## src/rtl/qpsk_pkg.sv

```systemverilog
// Shared definitions for the QPSK transmit path: sequencer states, the idle
// symbol and the sync byte the receiver correlator also searches for.
package qpsk_pkg;

   typedef enum logic [1:0] {
      IDLE,
      PREAMBLE,
      SYNC,
      PAYLOAD
   } state_t;

   localparam logic [1:0] SYM_IDLE          = 2'b00;
   localparam logic [7:0] SYNC_BYTE_DEFAULT = 8'hD3;

endpackage

```

## src/rtl/qpsk_sym_timer.sv

```systemverilog
// Symbol period timer: counts SPS clocks per symbol and flags the last clock
// of each period so the controller can load the next symbol on that edge.
// While disabled it parks at the reload value, so a period always starts
// full-length on the first enabled clock.
module qpsk_sym_timer #(
   parameter int SPS = 4
) (
   input  logic clk,
   input  logic reset,
   input  logic i_en,
   output logic o_sym_end
);

   localparam int            CW     = $clog2(SPS) + 1;
   localparam logic [CW-1:0] RELOAD = CW'(SPS - 1);
   localparam logic [CW-1:0] ONE    = CW'(1);

   logic [CW-1:0] r_cnt;

   // Down-count through the symbol period, reloading at zero or when disabled
   always_ff @(posedge clk or posedge reset) begin
      if (reset) begin
         r_cnt <= RELOAD;
      end else if (!i_en || (r_cnt == '0)) begin
         r_cnt <= RELOAD;
      end else begin
         r_cnt <= r_cnt - ONE;
      end
   end

   assign o_sym_end = i_en && (r_cnt == '0);

endmodule

```

## src/rtl/qpsk_tx_ctrl.sv

```systemverilog
// QPSK transmit frame sequencer: emits preamble, sync byte and payload bytes
// as 2-bit symbols (MSB pair first), each held for SPS clocks, pulling
// payload through a one-byte holding register on a valid/ready stream.
module qpsk_tx_ctrl
   import qpsk_pkg::*;
#(
   parameter int         SPS           = 4,
   parameter int         PREAMBLE_SYMS = 8,
   parameter logic [7:0] SYNC_BYTE     = SYNC_BYTE_DEFAULT
) (
   input  logic       clk,
   input  logic       reset,
   input  logic       i_start,
   input  logic [7:0] i_frame_len,
   input  logic [7:0] i_byte_data,
   input  logic       i_byte_valid,
   output logic       o_byte_ready,
   output logic [1:0] o_sym_out,
   output logic       o_sym_en,
   output logic       o_busy,
   output logic       o_done,
   output logic       o_underrun
);

   localparam int            PW     = $clog2(PREAMBLE_SYMS + 1);
   localparam logic [PW-1:0] PW_ONE = PW'(1);
   localparam logic [PW-1:0] PW_END = PW'(PREAMBLE_SYMS);

   state_t        r_state;
   logic [PW-1:0] r_pre_cnt;
   logic [1:0]    r_sym_idx;
   logic [7:0]    r_len;
   logic [7:0]    r_fetched;
   logic [7:0]    r_sent;
   logic [7:0]    r_hold;
   logic          r_hold_full;
   logic [7:0]    r_shift;
   logic [1:0]    r_sym_out;
   logic          r_sym_en;
   logic          r_busy;
   logic          r_done;
   logic          r_underrun;

   logic          w_sym_end;
   logic          w_byte_ready;
   logic          w_xfer;
   logic          w_more;
   logic [8:0]    w_sent_inc;

   qpsk_sym_timer #(
      .SPS (SPS)
   ) u_sym_timer (
      .clk       (clk),
      .reset     (reset),
      .i_en      (r_busy),
      .o_sym_end (w_sym_end)
   );

   assign w_byte_ready = (r_state != IDLE) && !r_hold_full && (r_fetched < r_len);
   assign w_xfer       = i_byte_valid && w_byte_ready;
   assign w_sent_inc   = {1'b0, r_sent} + 9'd1;
   // Whether another payload byte follows the byte (or sync) now finishing
   assign w_more       = (r_state == SYNC) ? (r_len != 8'd0)
                                           : (w_sent_inc < {1'b0, r_len});

   // Frame sequencer: state, counters, holding/shift registers and outputs
   always_ff @(posedge clk or posedge reset) begin
      if (reset) begin
         r_state     <= IDLE;
         r_pre_cnt   <= '0;
         r_sym_idx   <= 2'd0;
         r_len       <= 8'd0;
         r_fetched   <= 8'd0;
         r_sent      <= 8'd0;
         r_hold      <= 8'd0;
         r_hold_full <= 1'b0;
         r_shift     <= 8'd0;
         r_sym_out   <= SYM_IDLE;
         r_sym_en    <= 1'b0;
         r_busy      <= 1'b0;
         r_done      <= 1'b0;
         r_underrun  <= 1'b0;
      end else begin
         r_sym_en   <= 1'b0;
         r_done     <= 1'b0;
         r_underrun <= 1'b0;

         if (w_xfer) begin
            r_hold      <= i_byte_data;
            r_hold_full <= 1'b1;
            r_fetched   <= r_fetched + 8'd1;
         end

         case (r_state)
            IDLE: begin
               if (i_start) begin
                  r_state     <= PREAMBLE;
                  r_len       <= i_frame_len;
                  r_fetched   <= 8'd0;
                  r_sent      <= 8'd0;
                  r_hold_full <= 1'b0;
                  r_pre_cnt   <= PW_ONE;
                  r_sym_out   <= SYM_IDLE;
                  r_sym_en    <= 1'b1;
                  r_busy      <= 1'b1;
               end
            end

            PREAMBLE: begin
               if (w_sym_end) begin
                  r_sym_en <= 1'b1;
                  if (r_pre_cnt == PW_END) begin
                     r_state   <= SYNC;
                     r_sym_idx <= 2'd0;
                     r_sym_out <= SYNC_BYTE[7:6];
                     r_shift   <= {SYNC_BYTE[5:0], 2'b00};
                  end else begin
                     r_sym_out <= r_pre_cnt[0] ? 2'b11 : 2'b00;
                     r_pre_cnt <= r_pre_cnt + PW_ONE;
                  end
               end
            end

            SYNC, PAYLOAD: begin
               if (w_sym_end) begin
                  if (r_sym_idx != 2'd3) begin
                     r_sym_out <= r_shift[7:6];
                     r_shift   <= {r_shift[5:0], 2'b00};
                     r_sym_idx <= r_sym_idx + 2'd1;
                     r_sym_en  <= 1'b1;
                  end else begin
                     if (r_state == PAYLOAD) begin
                        r_sent <= r_sent + 8'd1;
                     end
                     if (w_more && r_hold_full) begin
                        r_state     <= PAYLOAD;
                        r_sym_out   <= r_hold[7:6];
                        r_shift     <= {r_hold[5:0], 2'b00};
                        r_hold_full <= 1'b0;
                        r_sym_idx   <= 2'd0;
                        r_sym_en    <= 1'b1;
                     end else begin
                        // Either the frame is complete or the next byte never arrived
                        r_state    <= IDLE;
                        r_busy     <= 1'b0;
                        r_sym_out  <= SYM_IDLE;
                        r_done     <= !w_more;
                        r_underrun <= w_more;
                     end
                  end
               end
            end

            default: begin
               r_state <= IDLE;
               r_busy  <= 1'b0;
            end
         endcase
      end
   end

   assign o_byte_ready = w_byte_ready;
   assign o_sym_out    = r_sym_out;
   assign o_sym_en     = r_sym_en;
   assign o_busy       = r_busy;
   assign o_done       = r_done;
   assign o_underrun   = r_underrun;

endmodule

```

## config.mk

```make
export PLATFORM = sky130hd
export DESIGN_NAME = qpsk_tx_ctrl
export DESIGN_NICKNAME = d
export VERILOG_FILES = /design/src/rtl/qpsk_pkg.sv /design/src/rtl/qpsk_sym_timer.sv /design/src/rtl/qpsk_tx_ctrl.sv
export SDC_FILE = /design/constraint.sdc
export NUM_CORES = 1
export LEC_CHECK = 0
export CAP_MARGIN = 20
export CORE_MARGIN = 8
export CORE_UTILIZATION = 63
export CTS_CLUSTER_DIAMETER = 150
export DETAILED_ROUTE_END_ITERATION = 16
export PLACE_DENSITY_LB_ADDON = 0.3
export SLEW_MARGIN = 20
export SYNTH_ARGS = -nofsm -noshare
export SYNTH_HDL_FRONTEND = slang
export SYNTH_SLANG_ARGS = --single-unit
```

## constraint.sdc

```tcl
create_clock -name clk -period 4.2 [get_ports clk]
set_input_delay 1.05 -clock clk [delete_from_list [all_inputs] [get_ports clk]]
set_output_delay 1.05 -clock clk [all_outputs]
set_load 0.01 [all_outputs]
```

==> results of run 1 <==
==> power groups by stage <==
stage / Combinational, mW / Clock [mW] / Sequential, mW
4_1_cts: 0.142 / 0.329 / 0.628
3_3_place_gp: 0.134 / 0 / 0.637
5_1_grt: 0.156 / 0.352 / 0.635
6_report: 0.139 / 0.326 / 0.629
3_5_place_dp: 0.141 / 0 / 0.639
2_1_floorplan: 0.106 / 0 / 0.625
==> kinds of logic after synthesis <==
logic type,count (synthesis),share of synthesized area
multiplexers,27,0.0885
flip-flops,56,0.432
buffers and inverters,35,0.0443
adder cells (fa/ha/maj),25,0.0962
AND/OR/NAND/NOR,107,0.162
AO/OA/AOI/OAI,65,0.150
XOR/XNOR,10,0.0269
==> critical path: cells and delay by family (launching register included) <==
family                     cells  cell delay (ns)
and+or+nand+nor                1             0.30
buffers and inverters          2             0.65
adders and majority gates      1             0.33
AOI/OAI and AO/OA              2             0.30
DFF                            1             0.45
==> cell type report <==
cell class / count / area (um^2)
Multi-Input combinational cell: 234 / 1700
Sequential cell: 56 / 1400
Fill cell: 383 / 1390
Timing Repair Buffer: 27 / 268
Inverter: 25 / 93.8
Tap cell: 70 / 87.6
Clock buffer: 5 / 68.8
Clock inverter: 3 / 28.8
==> state kept, by name, summed over array words and instances (netlist names) <==
register and flops:
r_fetched 8, o_sym_en 1, r_state 2, u_sym_timer.r_cnt 3, r_len 8, r_hold 8
o_busy 1, r_pre_cnt 4, r_sent 8, o_done 1, o_sym_out 2, r_sym_idx 2
o_underrun 1, r_shift 6, r_hold_full 1
==> cells in the final DEF (no fill, tap or decap), types with 3 or more instances in the layout <==
cell type / Yosys / final
sky130_fd_sc_hd__nand2_1: 32 / 32
sky130_fd_sc_hd__ha_1: 25 / 25
sky130_fd_sc_hd__a21oi_1: 12 / 12
sky130_fd_sc_hd__and3_1: 6 / 6
sky130_fd_sc_hd__nor4_1: 3 / 3
sky130_fd_sc_hd__and2_1: 3 / 3
sky130_fd_sc_hd__nand4_1: 3 / 3
sky130_fd_sc_hd__mux2i_1: 13 / 13
sky130_fd_sc_hd__a22o_1: 3 / 3
sky130_fd_sc_hd__a211o_1: 4 / 4
sky130_fd_sc_hd__clkdlybuf4s50_1: 0 / 26
sky130_fd_sc_hd__dfrtp_1: 54 / 54
sky130_fd_sc_hd__o21ai_0: 19 / 19
sky130_fd_sc_hd__clkbuf_8: 0 / 5
sky130_fd_sc_hd__inv_1: 25 / 24
sky130_fd_sc_hd__nand2b_1: 3 / 3
sky130_fd_sc_hd__xor2_1: 4 / 4
sky130_fd_sc_hd__a21o_1: 4 / 4
sky130_fd_sc_hd__nor2_1: 26 / 26
sky130_fd_sc_hd__nor3_1: 3 / 3
sky130_fd_sc_hd__o31ai_1: 5 / 5
sky130_fd_sc_hd__xnor2_1: 6 / 6
sky130_fd_sc_hd__mux2_2: 14 / 14
sky130_fd_sc_hd__nand3_1: 15 / 15
==> worst max-delay path by stage <==
stage                   end  slack [ns]  cells past startpoint
6_report       o_byte_ready        0.80                      6
5_1_grt        o_byte_ready        0.66                      6
4_1_cts        o_byte_ready        0.80                      6
3_5_place_dp     r_shift[5]        1.05                     11
3_3_place_gp     r_shift[5]        1.14                     11
2_1_floorplan    r_shift[4]        1.35                     11
==> Yosys cell counts (all sizes together) (2+ instances only) <==
| library cell | number |
|---|---|
| dfrtp | 54 |
| nand2 | 32 |
| nor2 | 26 |
| ha | 25 |
| inv | 25 |
| o21ai | 19 |
| nand3 | 15 |
| mux2 | 14 |
| a21oi | 13 |
| mux2i | 13 |
| and3 | 7 |
| clkbuf | 7 |
| a21o | 6 |
| xnor2 | 6 |
| o31ai | 5 |
| a211o | 4 |
| nand4 | 4 |
| xor2 | 4 |
| a2111oi | 3 |
| a22o | 3 |
| and2 | 3 |
| buf | 3 |
| nand2b | 3 |
| nor3 | 3 |
| nor4 | 3 |
| a31oi | 2 |
| dfstp | 2 |
| nand3b | 2 |
| o211ai | 2 |
| or2 | 2 |
| or3 | 2 |
==> layer usage <==
metal	wire length, um	global-route usage	share of wire	vias up
li1	-	-	-	1203
met1	3220	0.261	0.47	1198
met2	3230	0.296	0.47	64
met3	285	0.0356	0.042	11
met4	108	0.0594	0.016	0
met5	0	0	0	-
==> through the flow <==
step	worst slack, ns	instances	power, mW	cell area [um^2]
after floorplan	1.35	325	0.731	3250
after global placement	1.14	412	0.771	3560
after detailed placement	1.05	412	0.780	3560
after CTS	0.801	420	1.10	3650
after global routing	0.658	420	1.14	3650
final	0.802	420	1.09	3650
==> metrics.txt, run 1 <==
# TYPE chip_impl_metric gauge
chip_impl_info{name="timing.hold.worst.class",value="reg -> reg"} 1
chip_impl_metric{name="grt_pass1_wl",unit="mm"} 11.5
chip_impl_info{name="hold_start",value="u_sym_timer.r_cnt[0]"} 1
chip_impl_info{name="run_status",value="completed"} 1
chip_impl_metric{name="final_layout_size_suffix_gt1_frac",unit=""} 0.109
chip_impl_metric{name="detail_route.wirelength",unit="mm"} 6.84
chip_impl_metric{name="sum_neg_setup_slack",unit="ns"} 0
chip_impl_metric{name="yosysTopAreaCellShare",unit=""} 0.416
chip_impl_metric{name="power-per-cell-area",unit="nW/um^2"} 299
chip_impl_info{name="worst_path_max_delay_cell",value="sky130_fd_sc_hd__clkdlybuf4s50_1"} 1
chip_impl_metric{name="worst_hold_path.num_cells",unit=""} 1
chip_impl_metric{name="number_of_antenna_violations_at_the_first_check_in_global_routing",unit=""} 0
chip_impl_metric{name="drt_first_pass_iters",unit=""} 4
chip_impl_info{name="worstPathCellList",value="inv_1, ha_1, nor3_1, o21ai_0, a21oi_1, clkdlybuf4s50_1"} 1
chip_impl_metric{name="cts.repair.resized",unit=""} 0
chip_impl_metric{name="synth.net_count",unit=""} 370
chip_impl_metric{name="timing.fmax",unit="MHz"} 294
chip_impl_metric{name="detailroute.via_count",unit=""} 2476
chip_impl_metric{name="reg2reg_depth",unit=""} 11
chip_impl_metric{name="share_seq_of_total_power",unit=""} 0.575
chip_impl_metric{name="share_of_the_clock_period_used_by_the_worst_path_after_layout",unit=""} 0.809
chip_impl_metric{name="power.clock.fraction",unit=""} 0.298
chip_impl_metric{name="synth_edf_count",unit=""} 0
chip_impl_metric{name="drv.max_cap_violation_count",unit=""} 0
chip_impl_metric{name="data_required_critical_path",unit="ns"} 3.15
chip_impl_metric{name="post-dp-hpwl",unit="mm"} 4.90
chip_impl_metric{name="report.final.hold_viol_count",unit=""} 0
chip_impl_metric{name="avgViaCountPerCell",unit=""} 5.90
chip_impl_metric{name="synth_area_per_cell",unit="um^2"} 10.0
chip_impl_metric{name="share_of_the_core_filled_with_cells_in_the_final_layout",unit=""} 0.725
chip_impl_metric{name="synth_seq_area_share",unit=""} 0.432
chip_impl_metric{name="postSynthRegisterBits",unit=""} 56
chip_impl_metric{name="cts_made_buffers",unit=""} 5
chip_impl_metric{name="tightest_slew",unit="ns"} 1.10
chip_impl_info{name="ranking_of_synthesized_cells_by_area",value="sky130_fd_sc_hd__dfrtp_1 42%, sky130_fd_sc_hd__ha_1 9.6%, sky130_fd_sc_hd__mux2_2 4.8%, sky130_fd_sc_hd__mux2i_1 4.0%, sky130_fd_sc_hd__nand2_1 3.7%"} 1
chip_impl_metric{name="ant_nets",unit=""} 0
chip_impl_metric{name="p_leak",unit="nW"} 1.74
chip_impl_info{name="critPathLaunchType",value="register"} 1
chip_impl_metric{name="design.core.area",unit="um^2"} 5040
chip_impl_metric{name="wl_per_cell",unit="um"} 16.3
chip_impl_metric{name="floorplan.die.width",unit="um"} 87.8
chip_impl_metric{name="grt-ovfl-total",unit=""} 0
chip_impl_info{name="endpoint_kind",value="output port"} 1
chip_impl_metric{name="setup_viol",unit=""} 0
chip_impl_info{name="regToRegStartpoint",value="r_sent[2]"} 1
chip_impl_metric{name="clock_tree.buffer_depth",unit=""} 2
chip_impl_metric{name="number_of_buffers_inserted_to_repair_setup_after_cts",unit=""} 0
chip_impl_info{name="clockRootBuffer",value="sky130_fd_sc_hd__clkbuf_8"} 1
chip_impl_metric{name="ant_cells",unit=""} 0
chip_impl_metric{name="grt_util_overall",unit=""} 0.191
chip_impl_metric{name="grt_max_degree",unit=""} 38
chip_impl_metric{name="timing.max_slew.rel_slack",unit=""} 0.263
chip_impl_metric{name="slew_violations",unit=""} 0
chip_impl_metric{name="cts.clk_slew.worst_paths",unit="ns"} 0.11
chip_impl_metric{name="h_tree_levels",unit=""} 2
chip_impl_info{name="clock_tree_from_tritoncts",value="done"} 1
chip_impl_metric{name="p_switching",unit="mW"} 0.305
chip_impl_metric{name="critical_path.max_fanout",unit=""} 10
chip_impl_metric{name="yosys_warnings",unit=""} 0
chip_impl_info{name="whs_endpoint",value="u_sym_timer.r_cnt[0]"} 1
chip_impl_metric{name="synth.cell_area",unit="um^2"} 3250
chip_impl_metric{name="finalClockSkew",unit="ns"} 0.00574
chip_impl_metric{name="numPortBuffers",unit=""} 26
chip_impl_info{name="synth_top_cell_by_area",value="sky130_fd_sc_hd__dfrtp_1"} 1
chip_impl_metric{name="hold_ws",unit="ns"} 0.490
chip_impl_metric{name="ir_worst_vdd",unit="mV"} 0.314
chip_impl_metric{name="cts.sinks",unit=""} 56
chip_impl_metric{name="finalCriticalPeriod",unit="ns"} 3.40
chip_impl_metric{name="ys_async_sr_fraction",unit=""} 1.00
chip_impl_info{name="setup.worst_path.start",value="r_state[0]"} 1
chip_impl_metric{name="clock_latency",unit="ns"} 0.32
chip_impl_metric{name="synthDistinctLibCells",unit=""} 52
chip_impl_metric{name="part_of_the_total_power_dissipated_in_combinational_logic",unit=""} 0.127
chip_impl_metric{name="cp_slowest_stage_delay",unit="ns"} 0.56
chip_impl_metric{name="floorplan.die_area",unit="um^2"} 7710
chip_impl_metric{name="hold_buffers",unit=""} 0
chip_impl_metric{name="place.gp.congestion",unit=""} 0.854
chip_impl_metric{name="vertical_extent_of_the_die",unit="um"} 87.8
chip_impl_metric{name="timing.critical_path.arrival",unit="ns"} 2.35
chip_impl_info{name="primary_ff_master_synth",value="sky130_fd_sc_hd__dfrtp_1"} 1
chip_impl_metric{name="initial_core_util",unit=""} 0.645
chip_impl_metric{name="switching_share",unit=""} 0.279
chip_impl_metric{name="top_level_ports",unit=""} 27
chip_impl_metric{name="route.detailed.drc",unit=""} 0
chip_impl_metric{name="reg2reg_slack",unit="ns"} 0.97
chip_impl_info{name="grt_setup_unrepaired",value="no"} 1
chip_impl_metric{name="internal-power",unit="mW"} 0.789
chip_impl_info{name="critPathKind",value="reg -> out"} 1
chip_impl_metric{name="layout-area-overhead-vs-synth",unit="%"} 12.4
chip_impl_metric{name="rows",unit=""} 26
chip_impl_metric{name="synth_cells",unit=""} 325
chip_impl_metric{name="detail_route.iter0.violations",unit=""} 193
chip_impl_info{name="regToRegEndpoint",value="r_shift[5]"} 1
chip_impl_metric{name="first_global_vias",unit=""} 2409
chip_impl_metric{name="fin_nets",unit=""} 394
(Power assumes the default switching activity.)
==> run 2: changes to the inputs <==
- CORE_UTILIZATION: 63 -> 52
- clock period: 4.2 -> 2.9 ns (I/O delays scaled with it)
==> run 2 against run 1 <==
  * Design area is 5.9% higher
  * Core utilization is 10 points lower
  * Flip-flop and latch count stayed put
  * Total power is 49% higher
  * Wire length is 1.7% lower
  * Setup slack worse by 0.67 ns
  * Critical path type is now reg -> reg
  * Largest cell class unchanged
==> metrics.txt, run 2 (synthesis gave the netlist of run 1 again) <==
# TYPE chip_impl_metric gauge
chip_impl_info{name="regToRegStartpoint",value="r_sent[4]"} 1
chip_impl_metric{name="fin_nets",unit=""} 412
chip_impl_metric{name="first_global_vias",unit=""} 2529
chip_impl_metric{name="ant_nets",unit=""} 0
chip_impl_info{name="endpoint_kind",value="register"} 1
chip_impl_metric{name="detailroute.via_count",unit=""} 2464
chip_impl_metric{name="final_design_area_no_fill",unit="um^2"} 3870
chip_impl_metric{name="numPortBuffers",unit=""} 26
chip_impl_metric{name="timing.max_slew.rel_slack",unit=""} 0.690
chip_impl_metric{name="grt_max_degree",unit=""} 37
chip_impl_metric{name="initial_core_util",unit=""} 0.524
chip_impl_metric{name="vertical_extent_of_the_die",unit="um"} 95.1
chip_impl_metric{name="critical_path.max_fanout",unit=""} 4
chip_impl_metric{name="share_of_the_core_filled_with_cells_in_the_final_layout",unit=""} 0.624
chip_impl_info{name="timing.hold.worst.class",value="reg -> reg"} 1
chip_impl_info{name="cpMostUsedCell",value="sky130_fd_sc_hd__and3_4"} 1
chip_impl_metric{name="number_of_antenna_violations_at_the_first_check_in_global_routing",unit=""} 0
chip_impl_metric{name="slew_violations",unit=""} 0
chip_impl_metric{name="post-dp-hpwl",unit="mm"} 4.98
chip_impl_metric{name="total_power",unit="mW"} 1.63
chip_impl_metric{name="drt_first_pass_iters",unit=""} 4
chip_impl_metric{name="finalNonFillerCells",unit=""} 445
chip_impl_metric{name="p_leak",unit="nW"} 1.85
chip_impl_metric{name="data_required_critical_path",unit="ns"} 3.11
chip_impl_info{name="clockRootBuffer",value="sky130_fd_sc_hd__clkbuf_8"} 1
chip_impl_metric{name="finalClockSkew",unit="ns"} 0.00840
chip_impl_info{name="timing.critical_path.max_delay_family",value="compound AO/OA/AOI/OAI gates"} 1
chip_impl_metric{name="cts.clk_slew.worst_paths",unit="ns"} 0.10
chip_impl_metric{name="design.core.area",unit="um^2"} 6200
chip_impl_metric{name="place.gp.congestion",unit=""} 0.891
chip_impl_metric{name="h_tree_levels",unit=""} 2
chip_impl_metric{name="layout-area-overhead-vs-synth",unit="%"} 19.0
chip_impl_metric{name="floorplan.die.width",unit="um"} 95.1
chip_impl_metric{name="wl_per_cell",unit="um"} 15.1
chip_impl_info{name="hold_start",value="u_sym_timer.r_cnt[0]"} 1
chip_impl_metric{name="critPathBufInv",unit=""} 1
chip_impl_metric{name="cts_made_buffers",unit=""} 5
chip_impl_info{name="worstPathCellList",value="and3_4, and3_4, nand3_2, xnor2_1, ha_1, nand3_1, o221ai_1, a31oi_2, a22oi_4, a311oi_4, buf_4, mux2_2"} 1
chip_impl_metric{name="ant_cells",unit=""} 0
chip_impl_metric{name="grt_pass1_wl",unit="mm"} 11.6
chip_impl_metric{name="clock_tree.buffer_depth",unit=""} 2
chip_impl_metric{name="power-per-cell-area",unit="nW/um^2"} 421
chip_impl_info{name="run_status",value="completed"} 1
chip_impl_metric{name="floorplan.die_area",unit="um^2"} 9040
chip_impl_metric{name="setup_viol",unit=""} 0
chip_impl_metric{name="drv.max_cap_violation_count",unit=""} 0
chip_impl_metric{name="finalCriticalPeriod",unit="ns"} 2.77
chip_impl_metric{name="cts.sinks",unit=""} 56
chip_impl_metric{name="rows",unit=""} 29
chip_impl_metric{name="clock_latency",unit="ns"} 0.31
chip_impl_info{name="most-common-layout-cells",value="53 x sky130_fd_sc_hd__dfrtp_1, 32 x sky130_fd_sc_hd__nand2_1, 26 x sky130_fd_sc_hd__nor2_1, 25 x sky130_fd_sc_hd__clkdlybuf4s50_1"} 1
chip_impl_metric{name="grt_util_overall",unit=""} 0.160
chip_impl_info{name="setup.worst_path.start",value="r_sent[4]"} 1
chip_impl_info{name="leading_cell_type_in_the_layout_fill_and_taps_excluded",value="sky130_fd_sc_hd__dfrtp_1"} 1
chip_impl_info{name="critPathKind",value="reg -> reg"} 1
chip_impl_metric{name="layout.filler_cells",unit=""} 517
chip_impl_info{name="worst_path_max_delay_cell",value="sky130_fd_sc_hd__dfrtp_1"} 1
chip_impl_metric{name="ir_worst_vdd",unit="mV"} 0.302
chip_impl_info{name="clock_tree_from_tritoncts",value="done"} 1
chip_impl_metric{name="cp_slowest_stage_delay",unit="ns"} 0.41
chip_impl_metric{name="report.final.hold_viol_count",unit=""} 0
chip_impl_metric{name="avgViaCountPerCell",unit=""} 5.54
chip_impl_metric{name="detail_route.wirelength",unit="mm"} 6.72
chip_impl_metric{name="route.detailed.drc",unit=""} 0
chip_impl_metric{name="placed_cells",unit=""} 434
chip_impl_metric{name="share_of_the_clock_period_used_by_the_worst_path_after_layout",unit=""} 0.954
chip_impl_info{name="critPathLaunchType",value="register"} 1
chip_impl_metric{name="grt-ovfl-total",unit=""} 0
chip_impl_metric{name="timing.critical_path.arrival",unit="ns"} 2.98
chip_impl_metric{name="hold_buffers",unit=""} 0
chip_impl_metric{name="final_layout_size_suffix_gt1_frac",unit=""} 0.171
chip_impl_metric{name="tightest_slew",unit="ns"} 0.465
chip_impl_metric{name="placed_cell_areas",unit="um^2"} 3690
chip_impl_metric{name="top_level_ports",unit=""} 27
chip_impl_metric{name="detail_route.iter0.violations",unit=""} 136
chip_impl_metric{name="timing.fmax",unit="MHz"} 361
==> run 2: path summary, 6_finish.rpt <==
kind | slack [ns] | endpoint | cells past startpoint
min | 0.48 | u_sym_timer.r_cnt[0] | 1
max in group asynchronous | 1.54 | u_sym_timer.r_cnt[1] | 3
max | 0.13 | r_shift[6] | 12
max reg2reg | 0.13 | r_shift[6] | 12
min reg2reg | 0.48 | u_sym_timer.r_cnt[0] | 1
min in group asynchronous | 0.74 | r_hold[1] | 2
==> run 2: power breakdown <==
part | total (mW) | leakage [nW] | switching, mW | internal, mW
clock network | 0.514 | 0.0552 | 0.257 | 0.257
logic | 0.204 | 1.12 | 0.0890 | 0.115
registers | 0.911 | 0.683 | 0.0630 | 0.848
==> run 2: timing repair <==
action	in CTS	in global routing
setup buffers	3	0
setup endpoints to repair	6	13
pin swaps	1	0
resized for setup	1	11
==> run 2: per-stage QoR <==
stage	hold slack (ns)	TNS [ns]	setup slack, ns
after floorplan	0.446	0	0.0470
after global placement	0.458	0	0.0402
after detailed placement	0.462	-0.0700	-0.0245
after CTS	0.487	0	0.00770
after global routing	0.500	-0.00884	-0.00507
final	0.482	0	0.132
==> run 2: layer usage <==
| layer | wire (um) | part of all wire | track usage |
|---|---|---|---|
| met1 | 3140 | 0.47 | 0.206 |
| met2 | 3250 | 0.48 | 0.262 |
| met3 | 247 | 0.037 | 0.0362 |
| met4 | 83 | 0.012 | 0.0455 |
| met5 | 0 | 0 | 0 |
==> run 2: area by class of cell <==
cell class                 instances  area [um^2]  share of cell area
multi-input combinational        234         1750               0.452
sequential                        56         1410               0.363
timing repair buffer              45          418               0.108
tap                               77         96.3              0.0249
inverter                          25         93.8              0.0243
clock buffer                       6         72.6              0.0188
clock inverter                     2         35.0             0.00906
